[config.mk]
export PLATFORM = sky130hd
export DESIGN_NAME = difftest_commit_queue
export DESIGN_NICKNAME = d
export VERILOG_FILES = /design/src/rtl/difftest_pkg.sv /design/src/rtl/commit_ring_mport.sv /design/src/rtl/difftest_commit_queue_sva.sv /design/src/rtl/difftest_commit_queue.sv
export SDC_FILE = /design/constraint.sdc
export NUM_CORES = 2
export LEC_CHECK = 0
export BUFFER_PORTS_ARGS = -buffer_cell sky130_fd_sc_hd__buf_2
export CAP_MARGIN = 30
export CELL_PAD_IN_SITES_DETAIL_PLACEMENT = 1
export CELL_PAD_IN_SITES_GLOBAL_PLACEMENT = 1
export CORE_MARGIN = 5
export CORE_UTILIZATION = 37
export DETAILED_ROUTE_END_ITERATION = 10
export GPL_TIMING_DRIVEN = 1
export PLACE_DENSITY_LB_ADDON = 0.1
export SLEW_MARGIN = 20
export SYNTH_ARGS = -nofsm -noshare
export SYNTH_HDL_FRONTEND = slang
export SYNTH_SLANG_ARGS = --single-unit
[constraint.sdc]
create_clock -name clock -period 27.5 [get_ports clock]
set_input_delay 0 -clock clock [delete_from_list [all_inputs] [get_ports clock]]
set_output_delay 0 -clock clock [all_outputs]
set_load 0.02 [all_outputs]
[src/rtl/difftest_pkg.sv]
// Shared definitions for the difftest commit path.
// Contents:
//   TRAP_OPCODE  - inst[6:0] value that marks the simulation trap instruction
//   DT_XLEN      - reference data/PC width of the packed commit record
//   WDEST_OUT_W  - width of the destination index on the difftest side
//   commit_rec_t - one retired-instruction record {pc, inst, wen, wdest, wdata}
//   REC_W        - bit width of commit_rec_t
//   is_trap()    - opcode match helper
package difftest_pkg;

  localparam logic [6:0] TRAP_OPCODE = 7'h6b;
  localparam int unsigned DT_XLEN = 64;
  localparam int unsigned WDEST_OUT_W = 8;

  typedef struct packed {
    logic [DT_XLEN-1:0] pc;
    logic [31:0]        inst;
    logic               wen;
    logic [4:0]         wdest;
    logic [DT_XLEN-1:0] wdata;
  } commit_rec_t;

  localparam int unsigned REC_W = $bits(commit_rec_t);

  function automatic logic is_trap(input logic [31:0] inst, input logic [6:0] opcode);
    return (inst[6:0] == opcode);
  endfunction

endpackage

[src/rtl/commit_ring_mport.sv]
// DEPTH-entry ring buffer with NCOMMIT write and NCOMMIT read ports.
// Writes fill consecutive slots starting at tail; reads present the
// NCOMMIT oldest slots starting at head combinationally. Pointers wrap
// modulo DEPTH, so a multi-slot access across index DEPTH-1 is seamless.
// Ports:
//   clock, reset - clock and asynchronous active-high reset
//   wr_cnt       - number of lanes of wr_data to append this cycle
//   wr_data      - NCOMMIT packed records, lane 0 oldest
//   rd_cnt       - number of oldest entries to retire this cycle
//   rd_data      - NCOMMIT packed records starting at head
//   count        - current number of stored entries
module commit_ring_mport #(
  parameter int unsigned NCOMMIT = 2,
  parameter int unsigned DEPTH   = 8,
  parameter int unsigned W       = 166
) (
  input  logic                       clock,
  input  logic                       reset,
  input  logic [$clog2(NCOMMIT):0]   wr_cnt,
  input  logic [NCOMMIT*W-1:0]       wr_data,
  input  logic [$clog2(NCOMMIT):0]   rd_cnt,
  output logic [NCOMMIT*W-1:0]       rd_data,
  output logic [$clog2(DEPTH):0]     count
);

  localparam int unsigned AW = $clog2(DEPTH);
  localparam int unsigned OW = AW + 1;
  localparam int unsigned CW = $clog2(NCOMMIT) + 1;

  logic [W-1:0]  mem_r [DEPTH];
  logic [AW-1:0] head_r;
  logic [AW-1:0] tail_r;
  logic [OW-1:0] count_r;

  // Storage write: lanes below wr_cnt land in consecutive slots from tail.
  always_ff @(posedge clock) begin
    for (int i = 0; i < NCOMMIT; i++) begin
      if (CW'(i) < wr_cnt) begin
        mem_r[tail_r + AW'(i)] <= wr_data[i*W +: W];
      end
    end
  end

  // Pointer and occupancy update; push and pop may happen on the same edge.
  always_ff @(posedge clock or posedge reset) begin
    if (reset) begin
      head_r  <= '0;
      tail_r  <= '0;
      count_r <= '0;
    end else begin
      head_r  <= head_r + AW'(rd_cnt);
      tail_r  <= tail_r + AW'(wr_cnt);
      count_r <= count_r + OW'(wr_cnt) - OW'(rd_cnt);
    end
  end

  // Read ports: the NCOMMIT oldest slots, wrapping past DEPTH-1.
  always_comb begin
    rd_data = '0;
    for (int i = 0; i < NCOMMIT; i++) begin
      rd_data[i*W +: W] = mem_r[head_r + AW'(i)];
    end
  end

  assign count = count_r;

endmodule

[src/rtl/difftest_commit_queue_sva.sv]
// Protocol checker for the retire-side interface of difftest_commit_queue.
// Flags a retire group whose valid lanes are not a contiguous prefix from
// lane 0 while the queue is accepting; such lanes are dropped by the queue.
// Reported as a warning so simulation continues and the drop can be observed.
// Ports:
//   clock, reset - clock and asynchronous active-high reset
//   in_ready     - queue accepts a group this cycle
//   in_valid     - per-lane retire valid
module difftest_commit_queue_sva #(
  parameter int unsigned NCOMMIT = 2
) (
  input logic               clock,
  input logic               reset,
  input logic               in_ready,
  input logic [NCOMMIT-1:0] in_valid
);

  logic [NCOMMIT-1:0] valid_inc;
  logic               hole;

  // A prefix mask has no bit in common with itself plus one.
  always_comb begin
    valid_inc = in_valid + NCOMMIT'(1);
    hole      = |(in_valid & valid_inc);
  end

  a_valid_prefix: assert property (@(posedge clock) disable iff (reset) !(in_ready && hole))
    else $warning("in_valid has a valid lane above an idle lane; lanes beyond the gap dropped");

endmodule

[src/rtl/difftest_commit_queue.sv]
// Multi-lane commit buffer and trap monitor between retire and difftest.
// Up to NCOMMIT records per cycle are buffered in program order and drained
// up to NCOMMIT per cycle onto registered cmt_* outputs. The first drained
// trap instruction ends the stream: lanes after it are masked and kept,
// trap code/PC are latched and all further pushes, drains and counting stop.
// Ports:
//   clock, reset           - clock and asynchronous active-high reset
//   in_valid/in_pc/in_inst/in_wen/in_wdest/in_wdata - retire group, lane 0 oldest
//   in_ready               - a full group fits this cycle (combinational)
//   out_en                 - difftest side permits a drain this cycle
//   a0_value               - architectural x10, source of the trap code
//   cmt_valid/cmt_pc/cmt_inst/cmt_wen/cmt_wdest/cmt_wdata - registered commit lanes
//   trap/trap_code/trap_pc - sticky trap status
//   cycle_cnt/instr_cnt    - cycle and emitted-record counters, frozen at trap
//   occupancy              - current queue entry count
module difftest_commit_queue
  import difftest_pkg::*;
#(
  parameter int unsigned NCOMMIT     = 2,
  parameter int unsigned DEPTH       = 8,
  parameter int unsigned XLEN        = 64,
  parameter logic [6:0]  TRAP_OPCODE = difftest_pkg::TRAP_OPCODE
) (
  input  logic                           clock,
  input  logic                           reset,
  input  logic [NCOMMIT-1:0]             in_valid,
  input  logic [NCOMMIT*XLEN-1:0]        in_pc,
  input  logic [NCOMMIT*32-1:0]          in_inst,
  input  logic [NCOMMIT-1:0]             in_wen,
  input  logic [NCOMMIT*5-1:0]           in_wdest,
  input  logic [NCOMMIT*XLEN-1:0]        in_wdata,
  output logic                           in_ready,
  input  logic                           out_en,
  input  logic [XLEN-1:0]                a0_value,
  output logic [NCOMMIT-1:0]             cmt_valid,
  output logic [NCOMMIT*XLEN-1:0]        cmt_pc,
  output logic [NCOMMIT*32-1:0]          cmt_inst,
  output logic [NCOMMIT-1:0]             cmt_wen,
  output logic [NCOMMIT*WDEST_OUT_W-1:0] cmt_wdest,
  output logic [NCOMMIT*XLEN-1:0]        cmt_wdata,
  output logic                           trap,
  output logic [7:0]                     trap_code,
  output logic [XLEN-1:0]                trap_pc,
  output logic [63:0]                    cycle_cnt,
  output logic [63:0]                    instr_cnt,
  output logic [$clog2(DEPTH):0]         occupancy
);

  localparam int unsigned OW = $clog2(DEPTH) + 1;
  localparam int unsigned CW = $clog2(NCOMMIT) + 1;
  // Flat record layout {pc, inst, wen, wdest, wdata}, wdata at bit 0.
  localparam int unsigned RW        = 2*XLEN + 38;
  localparam int unsigned WDEST_LSB = XLEN;
  localparam int unsigned WEN_BIT   = XLEN + 5;
  localparam int unsigned INST_LSB  = XLEN + 6;
  localparam int unsigned PC_LSB    = XLEN + 38;

  logic [OW-1:0]           count_s;
  logic [CW-1:0]           push_cnt_s;
  logic [CW-1:0]           pop_cnt_s;
  logic [CW-1:0]           avail_s;
  logic                    run_s;
  logic                    trap_hit_s;
  logic [XLEN-1:0]         trap_pc_s;
  logic [NCOMMIT*RW-1:0]   wr_data_s;
  logic [NCOMMIT*RW-1:0]   rd_data_s;
  logic                    a0_unused_s;

  assign a0_unused_s = ^a0_value[XLEN-1:8];

  commit_ring_mport #(
    .NCOMMIT (NCOMMIT),
    .DEPTH   (DEPTH),
    .W       (RW)
  ) u_ring (
    .clock   (clock),
    .reset   (reset),
    .wr_cnt  (push_cnt_s),
    .wr_data (wr_data_s),
    .rd_cnt  (pop_cnt_s),
    .rd_data (rd_data_s),
    .count   (count_s)
  );

  difftest_commit_queue_sva #(
    .NCOMMIT (NCOMMIT)
  ) u_sva (
    .clock    (clock),
    .reset    (reset),
    .in_ready (in_ready),
    .in_valid (in_valid)
  );

  // Accept only when a whole group fits in the pre-drain free space.
  always_comb begin
    in_ready = 1'b0;
    if (reset || trap) begin
      in_ready = 1'b0;
    end else begin
      in_ready = ((OW'(DEPTH) - count_s) >= OW'(NCOMMIT));
    end
  end

  // Push count is the contiguous valid prefix from lane 0; pack records.
  always_comb begin
    push_cnt_s = '0;
    run_s      = 1'b1;
    wr_data_s  = '0;
    for (int i = 0; i < NCOMMIT; i++) begin
      run_s = run_s & in_valid[i];
      if (in_ready && run_s) begin
        push_cnt_s = push_cnt_s + CW'(1);
      end else begin
        push_cnt_s = push_cnt_s;
      end
      wr_data_s[i*RW +: RW] = {in_pc[i*XLEN +: XLEN], in_inst[i*32 +: 32], in_wen[i],
                               in_wdest[i*5 +: 5], in_wdata[i*XLEN +: XLEN]};
    end
  end

  // Drain size and trap scan: emit oldest entries up to and including the first trap.
  always_comb begin
    avail_s    = '0;
    pop_cnt_s  = '0;
    trap_hit_s = 1'b0;
    trap_pc_s  = '0;
    if (out_en && !trap) begin
      if (count_s >= OW'(NCOMMIT)) begin
        avail_s = CW'(NCOMMIT);
      end else begin
        avail_s = CW'(count_s);
      end
    end else begin
      avail_s = '0;
    end
    for (int i = 0; i < NCOMMIT; i++) begin
      if ((CW'(i) < avail_s) && !trap_hit_s) begin
        pop_cnt_s = CW'(i + 1);
        if (is_trap(rd_data_s[i*RW + INST_LSB +: 32], TRAP_OPCODE)) begin
          trap_hit_s = 1'b1;
          trap_pc_s  = rd_data_s[i*RW + PC_LSB +: XLEN];
        end else begin
          trap_hit_s = trap_hit_s;
        end
      end else begin
        pop_cnt_s = pop_cnt_s;
      end
    end
  end

  // Commit lane registers: drained lanes carry data, unused lanes are zeroed;
  // without a drain only valid drops and the payload holds.
  always_ff @(posedge clock or posedge reset) begin
    if (reset) begin
      cmt_valid <= '0;
      cmt_pc    <= '0;
      cmt_inst  <= '0;
      cmt_wen   <= '0;
      cmt_wdest <= '0;
      cmt_wdata <= '0;
    end else if (out_en && !trap) begin
      for (int i = 0; i < NCOMMIT; i++) begin
        if (CW'(i) < pop_cnt_s) begin
          cmt_valid[i]                           <= 1'b1;
          cmt_pc[i*XLEN +: XLEN]                 <= rd_data_s[i*RW + PC_LSB +: XLEN];
          cmt_inst[i*32 +: 32]                   <= rd_data_s[i*RW + INST_LSB +: 32];
          cmt_wen[i]                             <= rd_data_s[i*RW + WEN_BIT];
          cmt_wdest[i*WDEST_OUT_W +: WDEST_OUT_W] <= {{(WDEST_OUT_W-5){1'b0}},
                                                     rd_data_s[i*RW + WDEST_LSB +: 5]};
          cmt_wdata[i*XLEN +: XLEN]              <= rd_data_s[i*RW +: XLEN];
        end else begin
          cmt_valid[i]                           <= 1'b0;
          cmt_pc[i*XLEN +: XLEN]                 <= '0;
          cmt_inst[i*32 +: 32]                   <= 32'h0;
          cmt_wen[i]                             <= 1'b0;
          cmt_wdest[i*WDEST_OUT_W +: WDEST_OUT_W] <= '0;
          cmt_wdata[i*XLEN +: XLEN]              <= '0;
        end
      end
    end else begin
      cmt_valid <= '0;
    end
  end

  // Trap latch and counters; everything freezes once trap is set.
  always_ff @(posedge clock or posedge reset) begin
    if (reset) begin
      trap      <= 1'b0;
      trap_code <= 8'h00;
      trap_pc   <= '0;
      cycle_cnt <= 64'h0;
      instr_cnt <= 64'h0;
    end else if (!trap) begin
      cycle_cnt <= cycle_cnt + 64'd1;
      instr_cnt <= instr_cnt + 64'(pop_cnt_s);
      if (trap_hit_s) begin
        trap      <= 1'b1;
        trap_code <= a0_value[7:0];
        trap_pc   <= trap_pc_s;
      end
    end
  end

  assign occupancy = count_s;

endmodule

After elaboration in Yosys (flattened, before gate mapping)
Memory sizes are Yosys's and may differ from the RTL's.
Cells that the tools add are included.
{"block": "classes", "bitwise": 2, "n_eq_ne": 2, "n_mux": 34, "order_cmp": 8, "reduce_logical": 8, "add_sub_neg": 10}
{"operator": "$mux 64", "n": 8}
{"operator": "$add 64x1->64 const B", "n": 1}
{"operator": "$add 64x2->64", "n": 1}
{"operator": "$mux 32", "n": 2}
{"operator": "$mux 1", "n": 17}
{"operator": "$eq 7x7->1 const B", "n": 2}
{"operator": "$lt 1x2->1 const A", "n": 6}
{"operator": "$mux 2", "n": 5}
{"operator": "$mux 5", "n": 2}
{"operator": "$ge 4x2->1 const B", "n": 2}
{"operator": "$add 3x1->3 const B", "n": 2}
{"operator": "$add 3x2->3", "n": 2}
{"operator": "$add 4x2->4", "n": 1}
{"operator": "$logic_and 1x1->1", "n": 4}
{"operator": "$sub 4x2->4", "n": 1}
{"operator": "$sub 4x4->4 const A", "n": 1}
{"operator": "$add 2x1->2 const B", "n": 1}
{"operator": "$logic_not 1->1", "n": 2}
{"operator": "$reduce_and 2->1", "n": 1}
{"operator": "$and 1x1->1", "n": 1}
{"operator": "$logic_or 1x1->1", "n": 1}
{"operator": "$not 1->1", "n": 1}
{"block": "word_totals", "ff_bits": 551, "inputBits": 401, "ramBits": 1328, "word_cells": 79, "output_inout_bits": 546, "n_memories": 1}
{"memory": "u_ring.mem_r", "depth": 8, "width": 166, "rd": 2, "rd_clocked_by_memory_dff": 0, "write_ports": 2, "line": "commit_ring_mport.sv:30", "rtl": "logic [W-1:0] mem_r [DEPTH];"}

Longest topological paths before layout
{"block": "depth", "depth_word": 11, "mapped_depth": 23, "depth_no_buf": 17}

Cells and area by module
A second synthesis with hierarchy kept.
{"block": "hier_totals", "cells_unflattened": 6781, "area_unflattened_um2": 99467.9}
{"mod": "commit_ring_mport", "cells_each": 5210, "area_per_inst_um2": 78540.3, "instances": 1, "seq_area_each_um2": 40128.5}
{"mod": "difftest_commit_queue", "cells_each": 1571, "area_per_inst_um2": 20927.6, "instances": 1, "seq_area_each_um2": 13387.8}

Worst setup path before layout
No wires, ideal clock.
{"block": "synth_path", "path_kind": "register to register", "from": "register u_ring.count_r[0], in the netlist u_ring.count[0]", "to": "memory u_ring.mem_r[2][0], enable pin", "n_path_buf": 0, "t_required_ns": 26.558, "synth_period_minus_slack_ns": 15.487, "setup_slack_ns": 12.013, "setup_time_ns": 0.942, "arrival_time_ns": 14.545, "path_stages_with_launch": 12, "cell_sequence": "dfrtp_1 > inv_1 > ha_1 > nor3_1 > a31oi_1 > nor3_1 > nor3_1 > and3_1 > inv_1 > ha_1 > nand2b_1 > o32ai_1"}
{"item": "from (decl)", "line": "commit_ring_mport.sv:33", "rtl": "logic [OW-1:0] count_r;"}
{"item": "from (signal assigned)", "line": "commit_ring_mport.sv:53", "rtl": "count_r <= count_r + OW'(wr_cnt) - OW'(rd_cnt);"}
{"item": "to (decl)", "line": "commit_ring_mport.sv:30"}

Final worst setup path
{"block": "layout_path", "from": "register u_ring.head_r[0]", "to": "register instr_cnt[62]"}
{"block": "layout_between", "elab_chain_len": 8}
{"item": "from (decl)", "line": "commit_ring_mport.sv:31", "rtl": "logic [AW-1:0] head_r;"}
{"item": "from (signal assigned)", "line": "commit_ring_mport.sv:51", "rtl": "head_r <= head_r + AW'(rd_cnt);"}
{"item": "$mem_v2 8x166"}
{"item": "$eq 7x7->1", "line": "difftest_pkg.sv:26", "rtl": "return (inst[6:0] == opcode);"}
{"item": "$mux 1", "line": "difftest_commit_queue.sv:139", "rtl": "if (is_trap(rd_data_s[i*RW + INST_LSB +: 32], TRAP_OPCODE)) begin"}
{"item": "$mux 1", "line": "difftest_commit_queue.sv:137", "rtl": "if ((CW'(i) < avail_s) && !trap_hit_s) begin"}
{"item": "$logic_not 1->1", "line": "difftest_commit_queue.sv:137"}
{"item": "$logic_and 1x1->1", "line": "difftest_commit_queue.sv:137"}
{"item": "$mux 2", "line": "difftest_commit_queue.sv:137"}
{"item": "$add 64x2->64", "line": "difftest_commit_queue.sv:195", "rtl": "instr_cnt <= instr_cnt + 64'(pop_cnt_s);"}
{"item": "to (signal assigned)", "line": "difftest_commit_queue.sv:195"}
{"item": "to (decl)", "line": "difftest_commit_queue.sv:45", "rtl": "output logic [63:0] instr_cnt,"}
No other way between the ends.
A chain may end at the register's enable or synchronous reset.

==> results.yml <==
run_status:
  status: "finished clean"
placement:
  dpl.hpwl_mm: 201
  gp_congestion: 0.792
  place_inst: 10005
  placed_area_sq_um: 104000
  portBuffers: 884
critical_path:
  end_kind: "flop"
  cp_top_family: "simple AND/OR/NAND/NOR gates"
  path_cells: "buf_4, mux4_2, mux2_2, nor4_1, nand3b_1, buf_4, nand2_8, inv_2, nor2_1, ha_1, inv_1, fa_1, or3b_2, nor3_1, buf_4, and4_1, and3_1, nand2_1, nor3_1, xnor2_1"
  cp.required_ns: 28.29
  worstSetupPathType: "flop to flop"
  slowest_stage: "dfrtp_4"
  max_stage_delay_ns: 0.80
  crit_buf_inv: 5
  cpMostUsedCell: "buf_4"
  crit_fanout: 58
  startpoint_type: "flop"
  arrival_ns: 7.87
final_layout:
  area_growth_pct: 22.8
  post-route-util_pct: 45.6
  drive_above_1_share_pct: 43.9
  nFillCells: 25547
  stdcell_area_sq_um: 118000
  stdcell_count: 11077
  nets: 7869
route:
  drtPass1Iterations: 7
  drcViolationCount: 0
  dr_total_vias: 62792
  drt-vias-per-instance: 5.67
  ant_nets: 0
  drtIter0Drc: 4080
  wl_mm: 344
  routedWlPerCell_um: 31.0
timing:
  fin_skew_ns: 0.0586
  slew_violations: 0
  slew_headroom_pct: 26.3
  rsz0062_at_grt: "false"
  final-setup-viol-count: 0
  max_freq_mhz: 141
  hold_violations: 0
  worstMarginPinSlew_ns: 1.11
  post-route-min-period_ns: 7.08
  fin_crit_sh_pct: 25.7
  totalNegativeSetupSlack_ns: 0
cts:
  cts.reportedPaths.clkPinSlew_ns: 0.06
  cts_sinks: 1873
  cts_buffer_depth: 3
  insertion_delay_ns: 0.88
  cts_made_buffers: 217
  cts_tree: "built"
  cts-root-buf: "clkbuf_16"
  cts-htree-levels: 4
synth:
  synth_commonest_cells: "mux2_2, edfxtp_1, mux4_2"
  yosys_warnings: 0
  ys_seq_area_share_pct: 55.7
  yosysMostFrequentCell: "mux2_2"
  synth_area_sq_um: 96200
  ys_seq_elements: 1873
  synth-main-ff-cell: "edfxtp_1"
  yosys.cell_types.count: 52
  synth.top_cells.by_area: "edfxtp_1, mux2_2, mux4_2"
  synth.avg_cell_area_sq_um: 15.9
  yosysTopAreaCell: "edfxtp_1"
  synth_top_area_share_pct: 41.5
  synth-edff-count: 1328
  synthCells: 6053
  synthArstFlopShare_pct: 29.1
floorplan:
  dieArea_sq_um: 270000
  die_x_um: 520
  rows: 187
  ios: 947
  die_y_um: 520
  start_util_pct: 37.1
  core_sq_um: 259000
power_and_ir_drop:
  p_comb_share_pct: 43.7
  p_switching_mw: 4.65
  switching_share_pct: 38.3
  leakage_nw: 43.9
  pwr-share-clk_pct: 24.0
  powerDensity_nw_per_um2: 103
  p_int_mw: 7.49
  ir_drop_mv: 0.150
  seq_power_share_pct: 32.2
global_routing:
  antenna_found_initial: 75
  grt_pass1_vias: 68108
  grt_usage_pct: 24.8
  grt_max_degree: 130
  grt-ovfl-total: 0
  grt_pass1_wl_mm: 495
min_path:
  min_path_type: "primary input to flop"
run:
  drv_cap: 0
[path summary, 6_finish.rpt]
check,startpoint,endpoint,slack [ns],cells after the start
max,u_ring.head_r[0]$_DFF_PP0_,instr_cnt[62]$_DFFE_PP0N_,20.42,20
min,in_wdata[15],u_ring.mem_r[3][15]$_DFFE_PP_,0.09,3
max reg2reg,u_ring.head_r[0]$_DFF_PP0_,instr_cnt[62]$_DFFE_PP0N_,20.42,20
min reg2reg,cmt_pc[111]$_DFFE_PP0P_,cmt_pc[111]$_DFFE_PP0P_,0.47,1
max in group asynchronous,reset,cmt_pc[84]$_DFFE_PP0P_,24.87,6
min in group asynchronous,reset,u_ring.count[2]$_DFF_PP0_,0.56,4
[metal layers]
layer / global-route usage [%] / routed length [um]
met4: 6.06 / 8050
met1: 32.3 / 145000
met2: 42.9 / 172000
met3: 4.56 / 19000
met5: 0 / 195
[layout by cell type (no fill, tap or decap), types with 38 or more instances in the layout]
master,synthesis,final
nand4_1,38,38
clkbuf_16,0,221
buf_4,14,90
clkbuf_8,0,44
diode_2,0,40
mux4_2,652,652
mux2i_1,289,289
nand2_1,450,448
xnor2_1,99,99
dlygate4sd3_1,0,612
a21o_1,60,60
dfrtp_1,545,542
o21ai_0,274,272
nor3_1,87,83
a221o_1,57,57
clkbuf_1,283,70
inv_1,42,41
nor2_1,43,41
edfxtp_1,1328,1328
nand3_1,54,54
mux2_2,1337,1337
buf_2,130,884
a21oi_1,58,58
[kinds of logic (layout without fill, tap and decap cells)]
kind of cell	count (synthesis)	in the layout	share of synthesized area, %
multiplexers	2285	2285	34.0
flip-flops	1873	1873	55.7
AND/OR/NAND/NOR	769	769	3.64
buffers and inverters	501	2078	2.18
AO/OA/AOI/OAI	466	466	2.92
XOR/XNOR	135	135	1.26
adder cells (fa/ha/maj)	23	23	0.331
other	1	46	0.00390
[repair_timing]
item                                    CTS  global route
hold buffers                            612             0
setup endpoints to repair                 0             0
resized for setup                         0             0
endpoints found under the hold margin  1446             0
setup buffers                             0             0
[worst reg2reg max path: stages, from the launching register on]
cell	delay [ns]
dfrtp_4	0.80
buf_4	0.47
mux4_2	0.55
mux2_2	0.33
nor4_1	0.36
nand3b_1	0.13
buf_4	0.29
nand2_8	0.49
inv_2	0.08
nor2_1	0.27
ha_1	0.43
inv_1	0.11
fa_1	0.44
or3b_2	0.49
nor3_1	0.21
buf_4	0.18
and4_1	0.42
and3_1	0.47
nand2_1	0.09
nor3_1	0.26
xnor2_1	0.15
[power by group through the flow]
stage	registers [mW]	logic (mW)	clock network, mW
6_report	3.91	5.31	2.92
5_1_grt	3.96	5.67	3.11
4_1_cts	3.91	5.39	2.99
3_5_place_dp	3.97	5.30	0
3_3_place_gp	3.96	5.21	0
2_1_floorplan	4.29	3.16	0
[final cells by class]
cell class,count,area [sq um],share of cell area (%)
multi-input cells,3684,40800,34.5
diodes,40,100,0.0848
clock inverters,74,774,0.656
well taps,3402,4260,3.60
repair buffers,1626,12100,10.2
inverters,43,169,0.143
flip-flops and latches,1873,53500,45.3
clock buffers,335,6400,5.42
[registers in the layout, indices dropped and copies added (netlist names)]
name	cells
trap	1
cmt_inst	64
cmt_pc	128
u_ring.mem_r	1328
cmt_valid	2
u_ring.head_r	3
u_ring.count	4
cmt_wdata	128
cmt_wen	2
cycle_cnt	64
trap_code	8
u_ring.tail_r	3
cmt_wdest	10
trap_pc	64
instr_cnt	64
[metrics by stage]
step / hold slack, ns / setup slack, ns / power (mW)
5_1_grt: 0.0436 / 19.83 / 12.7
3_3_place_gp: 0.188 / 19.72 / 9.17
2_1_floorplan: 0.0925 / 12.01 / 7.45
4_1_cts: 0.000262 / 19.78 / 12.3
6_report: 0.0929 / 20.42 / 12.1
3_5_place_dp: 0.195 / 19.80 / 9.27
No activity file was read; power rests on OpenSTA's default activity.
